## config.mk

```make
export PLATFORM = sky130hd
export DESIGN_NAME = cnn_layer_accel_result_packer_flat
export DESIGN_NICKNAME = d
export VERILOG_FILES = /design/src/rtl/cnn_layer_accel_result_packer_if.sv /design/src/rtl/cnn_layer_accel_result_packer.sv /design/src/flat_wrapper.sv
export SDC_FILE = /design/constraint.sdc
export NUM_CORES = 1
export LEC_CHECK = 0
export BUFFER_PORTS_ARGS = -buffer_cell sky130_fd_sc_hd__buf_4
export CORE_ASPECT_RATIO = 1.75
export CORE_MARGIN = 3
export CORE_UTILIZATION = 35
export DETAILED_ROUTE_END_ITERATION = 10
export GPL_ROUTABILITY_DRIVEN = 0
export SLEW_MARGIN = 20
export SYNTH_ARGS = -nofsm -noshare
export SYNTH_HDL_FRONTEND = slang
export SYNTH_SLANG_ARGS = --single-unit
```

## constraint.sdc

```tcl
create_clock -name clk_core -period 9.7 [get_ports clk_core]
set_input_delay 0.485 -clock clk_core [delete_from_list [all_inputs] [get_ports clk_core]]
set_output_delay 0.485 -clock clk_core [all_outputs]
set_load 0.05 [all_outputs]
```

## src/rtl/cnn_layer_accel_result_packer_if.sv

```systemverilog
// Result-stream and packed-word-stream signals of the CNN result packer.
// master: the packer side; slave: the quad/memory-path side.
interface cnn_layer_accel_result_packer_if;
  logic         result_valid;
  logic         result_accept;
  logic [15:0]  result_data;
  logic         out_valid;
  logic         out_ready;
  logic [127:0] out_data;
  logic [7:0]   out_keep;
  logic         out_last;

  modport master (
    input  result_valid, result_data, out_ready,
    output result_accept, out_valid, out_data, out_keep, out_last
  );

  modport slave (
    output result_valid, result_data, out_ready,
    input  result_accept, out_valid, out_data, out_keep, out_last
  );
endinterface

```

## src/rtl/cnn_layer_accel_result_packer.sv

```systemverilog
// Packs the quad's 16-bit result stream into 8-lane 128-bit words (closed at row end) behind a 2-entry FIFO.
// Build option CNN_RESULT_PACKER_RELU_EN clamps negative results to zero before packing.
module cnn_layer_accel_result_packer (
  input  logic                            clk_core,
  input  logic                            rst,
  input  logic                            start,
  input  logic [9:0]                      num_output_rows_cfg,
  input  logic [9:0]                      num_output_cols_cfg,
  input  logic [6:0]                      num_kernel_cfg,
  cnn_layer_accel_result_packer_if.master rp,
  output logic [9:0]                      output_row,
  output logic [9:0]                      output_col,
  output logic [6:0]                      output_depth,
  output logic                            busy,
  output logic                            done
);

  localparam int LANES  = 8;
  localparam int DATA_W = 16;

  typedef enum logic [1:0] {IDLE, RUN, DRAIN} state_t;

  state_t state, state_nxt;

  logic [9:0]               rows_q, cols_q;
  logic [6:0]               kern_q;
  logic [2:0]               lane_idx;
  logic [7:0]               keep_acc;
  logic signed [DATA_W-1:0] lane_q [LANES];

  logic [127:0] fifo_data [2];
  logic [7:0]   fifo_keep [2];
  logic         fifo_last [2];
  logic         wr_ptr, rd_ptr;
  logic [1:0]   fifo_count;

  logic                     cfg_ok, start_go, take, push, pop;
  logic                     last_col, last_row, last_depth, final_res;
  logic signed [DATA_W-1:0] res_val;
  logic [127:0]             word_nxt;
  logic [7:0]               keep_nxt;
  logic                     done_nxt;

  function automatic logic signed [DATA_W-1:0] relu_f(input logic signed [DATA_W-1:0] v);
`ifdef CNN_RESULT_PACKER_RELU_EN
    return (v < 0) ? '0 : v;
`else
    return v;
`endif
  endfunction

  assign cfg_ok     = (|num_output_rows_cfg) && (|num_output_cols_cfg) && (|num_kernel_cfg);
  assign start_go   = (state == IDLE) && start && cfg_ok;
  assign take       = rp.result_valid && rp.result_accept;
  assign last_col   = (output_col == cols_q - 10'd1);
  assign last_row   = (output_row == rows_q - 10'd1);
  assign last_depth = (output_depth == kern_q - 7'd1);
  assign final_res  = last_col && last_row && last_depth;
  assign push       = take && ((lane_idx == 3'd7) || last_col);
  assign pop        = rp.out_valid && rp.out_ready;
  assign res_val    = relu_f(signed'(rp.result_data));

  // Full accept is gated off here, so a push never meets a full FIFO.
  assign rp.result_accept = (state == RUN) && (fifo_count != 2'd2);
  assign rp.out_valid     = (fifo_count != 2'd0);
  assign rp.out_data      = rp.out_valid ? fifo_data[rd_ptr] : '0;
  assign rp.out_keep      = rp.out_valid ? fifo_keep[rd_ptr] : '0;
  assign rp.out_last      = rp.out_valid ? fifo_last[rd_ptr] : 1'b0;
  assign busy             = (state != IDLE);

  always_comb begin
    word_nxt = '0;
    for (int i = 0; i < LANES; i++) begin
      if (3'(i) == lane_idx) word_nxt[DATA_W*i +: DATA_W] = res_val;
      else                   word_nxt[DATA_W*i +: DATA_W] = lane_q[i];
    end
    keep_nxt = keep_acc | (8'd1 << lane_idx);
  end

  always_comb begin
    state_nxt = state;
    done_nxt  = 1'b0;
    case (state)
      IDLE: begin
        if (start && cfg_ok) state_nxt = RUN;
        else if (start)      done_nxt  = 1'b1;
      end
      RUN: begin
        if (take && final_res) state_nxt = DRAIN;
      end
      DRAIN: begin
        // Leave as soon as the last buffered word is leaving, so done follows its pop by one cycle.
        if ((fifo_count == 2'd0) || ((fifo_count == 2'd1) && pop)) begin
          state_nxt = IDLE;
          done_nxt  = 1'b1;
        end
      end
      default: state_nxt = IDLE;
    endcase
  end

  always_ff @(posedge clk_core or posedge rst) begin
    if (rst) begin
      state <= IDLE;
      done  <= 1'b0;
    end else begin
      state <= state_nxt;
      done  <= done_nxt;
    end
  end

  always_ff @(posedge clk_core or posedge rst) begin
    if (rst) begin
      output_row   <= '0;
      output_col   <= '0;
      output_depth <= '0;
      lane_idx     <= '0;
      keep_acc     <= '0;
    end else if (start_go) begin
      output_row   <= '0;
      output_col   <= '0;
      output_depth <= '0;
      lane_idx     <= '0;
      keep_acc     <= '0;
    end else if (take) begin
      if (last_col) begin
        output_col <= '0;
        if (last_row) begin
          output_row   <= '0;
          output_depth <= output_depth + 7'd1;
        end else begin
          output_row <= output_row + 10'd1;
        end
      end else begin
        output_col <= output_col + 10'd1;
      end
      if (push) begin
        lane_idx <= '0;
        keep_acc <= '0;
      end else begin
        lane_idx <= lane_idx + 3'd1;
        keep_acc <= keep_nxt;
      end
    end
  end

  // Lane staging and job counts: zeroed/loaded on start, so unused lanes of a closed word read as zero.
  always_ff @(posedge clk_core) begin
    if (start_go) begin
      rows_q <= num_output_rows_cfg;
      cols_q <= num_output_cols_cfg;
      kern_q <= num_kernel_cfg;
    end
    if (start_go || push) begin
      for (int i = 0; i < LANES; i++) lane_q[i] <= '0;
    end else if (take) begin
      lane_q[lane_idx] <= res_val;
    end
  end

  always_ff @(posedge clk_core or posedge rst) begin
    if (rst) begin
      wr_ptr     <= 1'b0;
      rd_ptr     <= 1'b0;
      fifo_count <= '0;
    end else begin
      if (push) wr_ptr <= ~wr_ptr;
      if (pop)  rd_ptr <= ~rd_ptr;
      case ({push, pop})
        2'b10:   fifo_count <= fifo_count + 2'd1;
        2'b01:   fifo_count <= fifo_count - 2'd1;
        default: fifo_count <= fifo_count;
      endcase
    end
  end

  always_ff @(posedge clk_core) begin
    if (push) begin
      fifo_data[wr_ptr] <= word_nxt;
      fifo_keep[wr_ptr] <= keep_nxt;
      fifo_last[wr_ptr] <= final_res;
    end
  end

endmodule

```

## src/flat_wrapper.sv

```systemverilog
// flat-port wrapper written by rule: the top's interface ports become plain ports
module cnn_layer_accel_result_packer_flat 
  (clk_core, rst, start, num_output_rows_cfg, num_output_cols_cfg, num_kernel_cfg, output_row, output_col, output_depth, busy, done, rp_result_valid, rp_result_data, rp_out_ready, rp_result_accept, rp_out_valid, rp_out_data, rp_out_keep, rp_out_last);
  cnn_layer_accel_result_packer_if rp_i ();
  input  logic clk_core;
  input  logic rst;
  input  logic start;
  input  logic [9:0] num_output_rows_cfg;
  input  logic [9:0] num_output_cols_cfg;
  input  logic [6:0] num_kernel_cfg;
  output logic [9:0] output_row;
  output logic [9:0] output_col;
  output logic [6:0] output_depth;
  output logic busy;
  output logic done;
  input wire logic [$bits(rp_i.result_valid)-1:0] rp_result_valid;
  input wire logic [$bits(rp_i.result_data)-1:0] rp_result_data;
  input wire logic [$bits(rp_i.out_ready)-1:0] rp_out_ready;
  output wire logic [$bits(rp_i.result_accept)-1:0] rp_result_accept;
  output wire logic [$bits(rp_i.out_valid)-1:0] rp_out_valid;
  output wire logic [$bits(rp_i.out_data)-1:0] rp_out_data;
  output wire logic [$bits(rp_i.out_keep)-1:0] rp_out_keep;
  output wire logic [$bits(rp_i.out_last)-1:0] rp_out_last;
  assign rp_i.result_valid = rp_result_valid;
  assign rp_i.result_data = rp_result_data;
  assign rp_i.out_ready = rp_out_ready;
  assign rp_result_accept = rp_i.result_accept;
  assign rp_out_valid = rp_i.out_valid;
  assign rp_out_data = rp_i.out_data;
  assign rp_out_keep = rp_i.out_keep;
  assign rp_out_last = rp_i.out_last;
  cnn_layer_accel_result_packer u_core (.clk_core(clk_core), .rst(rst), .start(start), .num_output_rows_cfg(num_output_rows_cfg), .num_output_cols_cfg(num_output_cols_cfg), .num_kernel_cfg(num_kernel_cfg), .rp(rp_i), .output_row(output_row), .output_col(output_col), .output_depth(output_depth), .busy(busy), .done(done));
endmodule
```

==> results of run 1 <==
[metal layers]
| metal | vias to the layer above | part of all wire [%] | global-route usage, % | wire length (µm) |
|---|---|---|---|---|
| met5 | - | 0 | 0 | 0 |
| met4 | 0 | 4.0 | 6.51 | 2050 |
| met3 | 87 | 5.6 | 2.81 | 2830 |
| met2 | 389 | 52 | 29.0 | 26300 |
| met1 | 6128 | 39 | 18.7 | 19700 |
| li1 | 5730 | - | - | - |
[where the power goes]
group          leakage, nW  internal (mW)  total [mW]  switching [mW]
Sequential            4.55           2.62        2.76           0.140
Combinational         3.98          0.939        3.05            2.11
Clock                0.699          0.994        1.74           0.747
Total                 9.23           4.56        7.56            3.00
[synth_stat cells, drive strengths merged (11+ instances only)]
master	count
a21oi	18
buf	24
clkbuf	63
dfrtp	45
edfxtp	429
ha	16
inv	22
mux2	128
mux2i	138
nand2	66
nand3	36
nor2	299
nor3	11
o21ai	22
or4	14
xnor2	27
xor2	18
[sequential cells by signal, indices dropped and copies added (netlist names), 2 cells and up]
name and cells:
u_core.output_depth 7, u_core.output_col 10, u_core.fifo_last 2, u_core.fifo_data 256, u_core.cols_q 10, u_core.kern_q 7, u_core.rows_q 10, u_core.fifo_count 2
u_core.state 2, u_core.output_row 10, u_core.fifo_keep 16, u_core.lane_idx 3, u_core.keep_acc 8, u_core.lane_q 128
[worst min-delay path by stage]
stage | end | slack, ps | cells past startpoint
after floorplan | u_core.done$_DFF_PP0_ | 440 | 1
after global placement | u_core.keep_acc[1]$_DFFE_PP0P_ | 470 | 1
after detailed placement | u_core.keep_acc[5]$_DFFE_PP0P_ | 480 | 1
after CTS | u_core.cols_q[3]$_DFFE_PP_ | 80 | 1
after global routing | u_core.cols_q[3]$_DFFE_PP_ | 80 | 1
final | u_core.output_row[7]$_DFFE_PP0P_ | 80 | 2
[kinds of logic after synthesis]
family / Yosys count / synth area share (%)
adder cells (fa/ha/maj): 16 / 0.975
AND/OR/NAND/NOR: 487 / 10.5
XOR/XNOR: 46 / 2.03
flip-flops: 474 / 68.2
AO/OA/AOI/OAI: 78 / 2.46
buffers and inverters: 109 / 2.04
multiplexers: 266 / 13.7
[stage by stage]
stage | worst slack (ps) | cell area [µm²]
finish | 5710 | 24400
global route | 5600 | 24400
CTS | 5860 | 24400
detailed placement | 5870 | 23000
global placement | 5750 | 23000
floorplan | 744 | 20500
[cell type report]
class	count	area, µm²
flip-flops and latches	474	14000
diodes	1	2.50
multi-input cells	893	6140
clock inverters	26	278
fillers	5316	33200
clock buffers	54	1170
repair buffers	235	1790
well taps	767	960
inverters	22	83.8
==> results.yml, run 1 <==
logic_synthesis:
  synthFlopType: "edfxtp_1"
  synth_edf_count: 429
  synth_top_area_share_pct: 62.7
  syn_nets: 1540
  synth.distinct_cells: 59
  synth.largest_area_cell: "edfxtp_1"
  async_flop_share_pct: 9.49
  synth_area_per_cell_um2: 13.9
  synth_warnings: 0
  ys_ff_latch: 474
  syn-instance-count: 1476
  seq_area_frac_synth_pct: 68.2
  synth_area_um2: 20500
  synthTopCellsByArea: "edfxtp_1, mux2_2, mux2i_1, dfrtp_1, nor2_1"
finish:
  final_core_util_pct: 42.4
  layout_common_cells: "edfxtp_1, nor2_1, buf_4, mux2i_1, mux2_2"
  final_cells: 2472
  mostFrequentLayoutCell: "edfxtp_1"
  syn_to_final_growth_pct: 19.0
  layout-drive-gt1-share_pct: 26.6
  fin_nets: 1734
worst_setup_path:
  critical_path_buf_inv_count: 1
  path_common_cell: "ha_1"
  start_kind: "register"
  arrival_ps: 4160
  end_kind: "register"
  crit_chain: "ha_1 -> ha_1 -> o21ai_0 -> nor2_4 -> buf_12"
  worstSetupPathType: "reg -> reg"
  cp_max_fo: 136
  r2r_cells: 5
  r2r_slack_ps: 5710
  crit_required_ps: 9870
  critical_path_depth: 5
  r2r-end: "u_core.fifo_keep[1][6]$_DFFE_PP_"
  setup.worst_path.start: "u_core.lane_idx[0]$_DFFE_PP0P_"
  r2r_start: "u_core.lane_idx[0]$_DFFE_PP0P_"
  cpPeakStageDelay_ps: 850
  crit_slowest_cell: "dfrtp_1"
  cp-endpoint: "u_core.fifo_keep[1][6]$_DFFE_PP_"
  path_delay_family: "adder cells"
floorplan:
  io_pins: 216
  die_area_um2: 61700
  start_util_pct: 35.6
  core_um2: 57600
  die_x_um: 189
  fp-row-count: 116
  die_y_um: 326
global_route:
  antenna_found_initial: 1
  grt-ovfl-total: 0
  grt_pass1_vias: 12700
  grt_use_total_pct: 16.0
  grt_pass1_wl_um: 76200
  grt_max_degree: 137
outcome:
  status: "finished clean"
clock_tree:
  h-tree-depth: 2
  root_buffer: "clkbuf_16"
  cts_hold_buf: 0
  cts_setup_buffers: 0
  cts_made_buffers: 44
  clk_pin_slew_ps: 60
  clock-sinks: 474
  cts_resized: 0
  clock_latency_ps: 570
  ctsLongestPathBuffers: 3
  cts_tree: "yes"
timing:
  skew_ps: 17.1
  hold_violations: 0
  fmax_ghz: 0.251
  maxSlewHeadroom_pct: 27.6
  setup_viol: 0
  hold_ws_ps: 80.0
  rsz0062_at_grt: "no"
  finalCritPeriodShare_pct: 41.1
  period_needed_ps: 3990
  tightest_slew_ps: 1090
  finalMaxSlewViolations: 0
  tns_ps: 0
detailed_routing:
  dr.pass1.iters: 5
  first_iter_violations: 846
  drc: 0
  wl_per_cell_um: 20.6
  vias_per_cell: 4.99
  antenna_left: 0
  routed_wl_um: 50900
  vias: 12300
power_and_ir_drop:
  vdd_drop_max_mv: 0.277
  p_leak_nw: 9.23
  p_per_area_nw_per_um2: 309
  power_mw: 7.56
worst_hold_path:
  holdCritPathClass: "in -> async"
place:
  dp_hpwl_um: 35100
  numPortBuffers: 215
  dp_cells: 2391
job:
  cap_viol_max_count: 0
Power figures use the tool's default switching activity.
==> inputs of run 2 (changes only) <==
Clock period 9.7 ns to 3.5 ns, I/O delays scaled along.
==> results.yml, run 2 (synthesis gave the netlist of run 1 again) <==
clock_tree:
  cts_made_buffers: 44
  clock-sinks: 474
  h-tree-depth: 2
  cts_setup_buffers: 0
  clk_pin_slew_ps: 70
  ctsLongestPathBuffers: 3
  root_buffer: "clkbuf_16"
  clock_latency_ps: 560
  cts_tree: "yes"
finish:
  regMostFlops: "u_core.fifo_data"
  nFillCells: 5243
  mostFrequentLayoutCell: "edfxtp_1"
  reg_top3: "u_core.fifo_data x256, u_core.lane_q x128, u_core.fifo_keep x16"
  layout_common_cells: "edfxtp_1, nor2_1, buf_4, mux2i_1, mux2_2"
  insertedDiodeCount: 0
  fin_nets: 1789
  layout-drive-gt1-share_pct: 27.7
  syn_to_final_growth_pct: 22.1
  largest_reg_flops: 256
  final_cells: 2527
global_route:
  top_usage_layer: "met2"
  met3_usage_pct: 3.11
  grt_use_total_pct: 16.2
  grt_pass1_vias: 12900
  grt_pass1_wl_um: 77300
  antenna_found_initial: 0
  met1_usage_pct: 18.7
  grt_max_degree: 62
  grtUsageMet2_pct: 29.7
  grt-ovfl-total: 0
worst_setup_path:
  r2r-end: "u_core.output_row[5]$_DFFE_PP0P_"
  crit_required_ps: 3980
  crit_slowest_cell: "or4_1"
  crit_chain: "inv_1 -> ha_1 -> nor3b_2 -> a21oi_1 -> a31o_4 -> nor4_4 -> nand2_1 -> or4_1 -> a31oi_1"
  r2r_cells: 9
  r2r_start: "u_core.cols_q[0]$_DFFE_PP_"
  end_kind: "register"
  arrival_ps: 3710
  cpPeakStageDelay_ps: 600
  worstSetupPathType: "reg -> reg"
  start_kind: "register"
  cp_max_fo: 13
  r2r_slack_ps: 270
timing:
  period_needed_ps: 3230
  tightest_slew_ps: 931
  finalCritPeriodShare_pct: 92.3
  rsz0062_at_grt: "no"
  hold_ws_ps: 76.7
  hold_violations: 0
  finalMaxSlewViolations: 0
  timing.final.ws_setup_ps: 270
  fmax_ghz: 0.310
  skew_ps: 21.6
  maxSlewHeadroom_pct: 38.0
  tns_ps: 0
  setup_viol: 0
detailed_routing:
  routed_wl_um: 51100
  dr.pass1.iters: 5
  drc: 0
  antenna_left: 0
  first_iter_violations: 649
  wl_per_cell_um: 20.2
  vias: 12400
  vias_per_cell: 4.91
worst_hold_path:
  min-delay-start: "rp_result_data[1]"
  min_to: "u_core.fifo_data[0][17]$_DFFE_PP_"
  holdCritPathClass: "in -> reg"
  min_path_cells: 2
floorplan:
  fp-row-count: 116
  die_area_um2: 61700
  die_y_um: 326
  die_x_um: 189
  start_util_pct: 35.6
  io_pins: 216
  core_um2: 57600
power_and_ir_drop:
  vdd_drop_max_mv: 0.507
  p_per_area_nw_per_um2: 844
  p_leak_nw: 9.52
job:
  cap_viol_max_count: 0
place:
  dp_cells: 2416
  dp_hpwl_um: 36100
  preCtsSetupSlack_ps: 200
  numPortBuffers: 215
outcome:
  status: "finished clean"
-- run 2: cell count changes in the layout (fill, tap and decap cells not counted), sizes merged --
cell         previous run  this run
diode                   1         0
buf                   235       260
dlygate4sd3             0        30
clkbuf                 54        53
inv                    22        24
-- run 2: metal layers --
metal  vias up  wire length [µm]
li1       5866                 -
met1      6104             19500
met2       349             27000
met3        84              2920
met4         0              1750
met5         -                 0
-- run 2: critical path: cells and delay by family (launching register included) --
kind                       cells  cell delay, ps
AOI/OAI and AO/OA              3             580
and+or+nand+nor                4            1870
DFF                            1             440
buffers and inverters          1              90
adders and majority gates      1             180
-- run 2: stage by stage --
step                utilization (%)  power, mW  area (µm²)
global placement               40.5       16.4       23300
detailed placement             40.5       16.5       23300
CTS                            43.5       21.4       25100
finish                         43.5       21.2       25100
floorplan                         -       13.7       20600
global route                   43.5       22.0       25100
-- run 2: cell type report --
| class | count | area (µm²) | share of cell area [%] |
|---|---|---|---|
| Inverter | 22 | 82.6 | 0.329 |
| Clock buffer | 53 | 1160 | 4.65 |
| Multi-Input combinational cell | 893 | 6170 | 24.6 |
| Sequential cell | 474 | 14000 | 55.9 |
| Clock inverter | 28 | 290 | 1.16 |
| Tap cell | 767 | 960 | 3.83 |
| Timing Repair Buffer | 290 | 2390 | 9.53 |
-- run 2: worst max-delay path by stage --
stage | to | start | depth (start not counted) | slack, ps
after floorplan | u_core.fifo_data[0][0]$_DFFE_PP_ | u_core.cols_q[0]$_DFFE_PP_ | 6 | -850
after global placement | u_core.fifo_data[0][22]$_DFFE_PP_ | u_core.cols_q[0]$_DFFE_PP_ | 7 | 330
after detailed placement | u_core.fifo_data[0][78]$_DFFE_PP_ | u_core.cols_q[0]$_DFFE_PP_ | 9 | 200
after CTS | u_core.fifo_data[0][74]$_DFFE_PP_ | u_core.cols_q[0]$_DFFE_PP_ | 9 | 180
after global routing | u_core.output_row[6]$_DFFE_PP0P_ | u_core.cols_q[0]$_DFFE_PP_ | 9 | 70
final | u_core.output_row[5]$_DFFE_PP0P_ | u_core.cols_q[0]$_DFFE_PP_ | 9 | 270
-- run 2: power by group --
part           internal [mW]  leakage (nW)  total [mW]  switching (mW)
combinational           2.74          4.26        8.65            5.91
sequential              7.27          4.54        7.65           0.374
clock                   2.76         0.708        4.86            2.10
-- run 2: repair_timing --
| item | 4_1_cts | 5_1_grt |
|---|---|---|
| endpoints found under the hold margin | 59 | 0 |
| hold buffers | 30 | 0 |
| resized for setup | 0 | 0 |
| endpoints found under the setup margin | 0 | 136 |
==> inputs of run 3 (changes only) <==
Settings changed: ABC_AREA from default to 1.
==> results.yml, run 3 <==
clock_tree:
  root_buffer: "clkbuf_16"
  clock-sinks: 474
  cts_hold_buf: 30
  h-tree-depth: 2
  cts_made_buffers: 44
  cts_resized: 0
  clock_latency_ps: 580
  cts_tree: "yes"
  clk_pin_slew_ps: 60
  ctsLongestPathBuffers: 3
  cts_setup_buffers: 0
timing:
  hold_violations: 0
  setup_viol: 0
  tns_ps: 0
  hold_ws_ps: 227
  maxSlewHeadroom_pct: 31.4
  rsz0062_at_grt: "no"
  finalMaxSlewViolations: 0
  finalCritPeriodShare_pct: 89.2
  period_needed_ps: 3120
  skew_ps: 20.3
  fmax_ghz: 0.320
  tightest_slew_ps: 1030
global_route:
  grt_pass1_wl_um: 82900
  antenna_found_initial: 0
  grt_pass1_vias: 14300
  grt_max_degree: 88
  grt_use_total_pct: 17.3
  grt-ovfl-total: 0
worst_setup_path:
  crit_required_ps: 3320
  cp_max_fo: 63
  start_kind: "register"
  crit_slowest_cell: "dfrtp_4"
  setup.worst_path.start: "u_core.rd_ptr$_DFFE_PP0P_"
  r2r_start: "u_core.cols_q[2]$_DFFE_PP_"
  end_kind: "output port"
  path_delay_family: "buffers and inverters"
  r2r_slack_ps: 670
  r2r-end: "u_core.fifo_data[0][58]$_DFFE_PP_"
  worstSetupPathType: "reg -> out"
  cpPeakStageDelay_ps: 720
  r2r_cells: 12
  arrival_ps: 2950
  critical_path_buf_inv_count: 3
  critical_path_depth: 5
  cp-endpoint: "rp_out_data[35]"
  crit_chain: "inv_4 -> buf_4 -> nor2_1 -> nor2_1 -> buf_4"
power_and_ir_drop:
  vdd_drop_max_mv: 0.523
  seqPwrFrac_pct: 33.9
  p_per_area_nw_per_um2: 873
  p_leak_nw: 9.67
  comb_power_share_pct: 44.3
  p_int_mw: 12.0
  p_sw_mw: 9.65
  swShare_pct: 44.6
  clock_power_share_pct: 21.8
logic_synthesis:
  synth_warnings: 0
  async_flop_share_pct: 9.49
  synth.most_common_cell: "edfxtp_1"
  synth_edf_count: 429
  synth_area_um2: 20500
  synthFlopType: "edfxtp_1"
  synth.distinct_cells: 37
  ys_ff_latch: 474
  synth_area_per_cell_um2: 10.8
  synth.largest_area_cell: "edfxtp_1"
  synthTopCellsByArea: "edfxtp_1, nor2_1, o21ai_0, dfrtp_1, nand2_1"
  syn-instance-count: 1901
  synth_top_area_share_pct: 62.7
  syn_nets: 1965
  seq_area_frac_synth_pct: 68.2
  synth_commonest_cells: "edfxtp_1, nor2_1, o21ai_0, nand2_1, inv_1"
detailed_routing:
  antenna_left: 0
  top_layer: "met4"
  first_iter_violations: 1169
  wl_per_cell_um: 18.7
  wl_met1_um: 21000
  met3_length_um: 2870
  drc: 0
  vias: 14400
  routed_wl_um: 54600
  vias_per_cell: 4.94
  dr.pass1.iters: 5
  wl_met2_um: 28800
finish:
  final_cells: 2923
  reg_top3: "u_core.fifo_data x256, u_core.lane_q x128, u_core.fifo_keep x16"
  layout-drive-gt1-share_pct: 16.7
  largest_reg_flops: 256
  insertedDiodeCount: 0
  regMostFlops: "u_core.fifo_data"
  layout_common_cells: "edfxtp_1, nor2_1, o21ai_0, nand2_1, buf_4"
  mostFrequentLayoutCell: "edfxtp_1"
  syn_to_final_growth_pct: 20.8
  fin_nets: 2185
worst_hold_path:
  holdCritPathClass: "in -> reg"
  min_path_cells: 3
floorplan:
  fp-row-count: 116
  start_util_pct: 35.7
  die_x_um: 189
  core_um2: 57600
  die_area_um2: 61800
  io_pins: 216
  die_y_um: 326
place:
  dp_cells: 2812
  dp_hpwl_um: 36700
  numPortBuffers: 215
outcome:
  status: "finished clean"
job:
  cap_viol_max_count: 0
## run 3: changes by cell type in the layout (fill, tap and decap cells not counted), sizes merged, moves of 14 or more
cell	delta
o21ai	+255
nand2	+201
mux2i	-138
mux2	-128
nor2	+126
inv	+78
nor3	+63
nand3	+17
a21oi	+15
or4	-14
## run 3: final cells by class
type                       count  area [µm²]
fill                        5403       32800
sequential                   474       14000
multi-input combinational   1210        5700
timing repair buffer         287        2340
clock buffer                  61        1210
tap                          767         960
inverter                     104         397
clock inverter                20         184
## run 3: per-layer routing
layer / vias up / global-route usage [%]
li1: 6920 / -
met2: 427 / 31.6
met4: 0 / 6.92
met3: 101 / 2.65
met5: - / 0
met1: 6996 / 20.0
## run 3: worst min-delay path by stage
stage | start | to
3_5_place_dp | num_output_cols_cfg[2] | u_core.cols_q[2]$_DFFE_PP_
4_1_cts | rp_result_data[1] | u_core.lane_q[2][1]$_SDFFCE_PN0P_
2_1_floorplan | num_output_cols_cfg[0] | u_core.cols_q[0]$_DFFE_PP_
5_1_grt | rp_result_data[1] | u_core.lane_q[2][1]$_SDFFCE_PN0P_
3_3_place_gp | num_output_cols_cfg[1] | u_core.cols_q[1]$_DFFE_PP_
6_report | rp_result_data[1] | u_core.lane_q[2][1]$_SDFFCE_PN0P_
## run 3: metrics by stage
stage	worst slack (ps)	utilization [%]	area (µm²)	total power [mW]
floorplan	-401	-	20600	13.9
global placement	665	40.1	23100	17.0
detailed placement	661	40.1	23100	17.1
CTS	288	43.1	24800	21.9
global route	245	43.1	24800	22.7
finish	378	43.1	24800	21.7
## run 3: worst register-to-register path: cells and delay by family, from the launching register on
family / cells / cell delay, ps
buffers and inverters: 1 / 300
DFF: 1 / 440
and+or+nand+nor: 11 / 1750
## run 3: power by group through the flow
stage               Clock (mW)  Sequential [mW]  Combinational, mW
detailed placement           0             7.47               9.67
CTS                       4.83             7.35               9.71
global placement             0             7.46               9.58
finish                    4.72             7.35               9.59
global route              5.04             7.39               10.3
floorplan                    0             7.44               6.50
## run 3: cells by family after synthesis
group,after synthesis,share of synthesized area (%)
DFF,474,68.2
adders and majority gates,16,0.974
xor gates and xnor gates,38,1.62
and+or+nand+nor,845,17.2
AOI/OAI and AO/OA,311,7.58
buffers and inverters,217,4.39
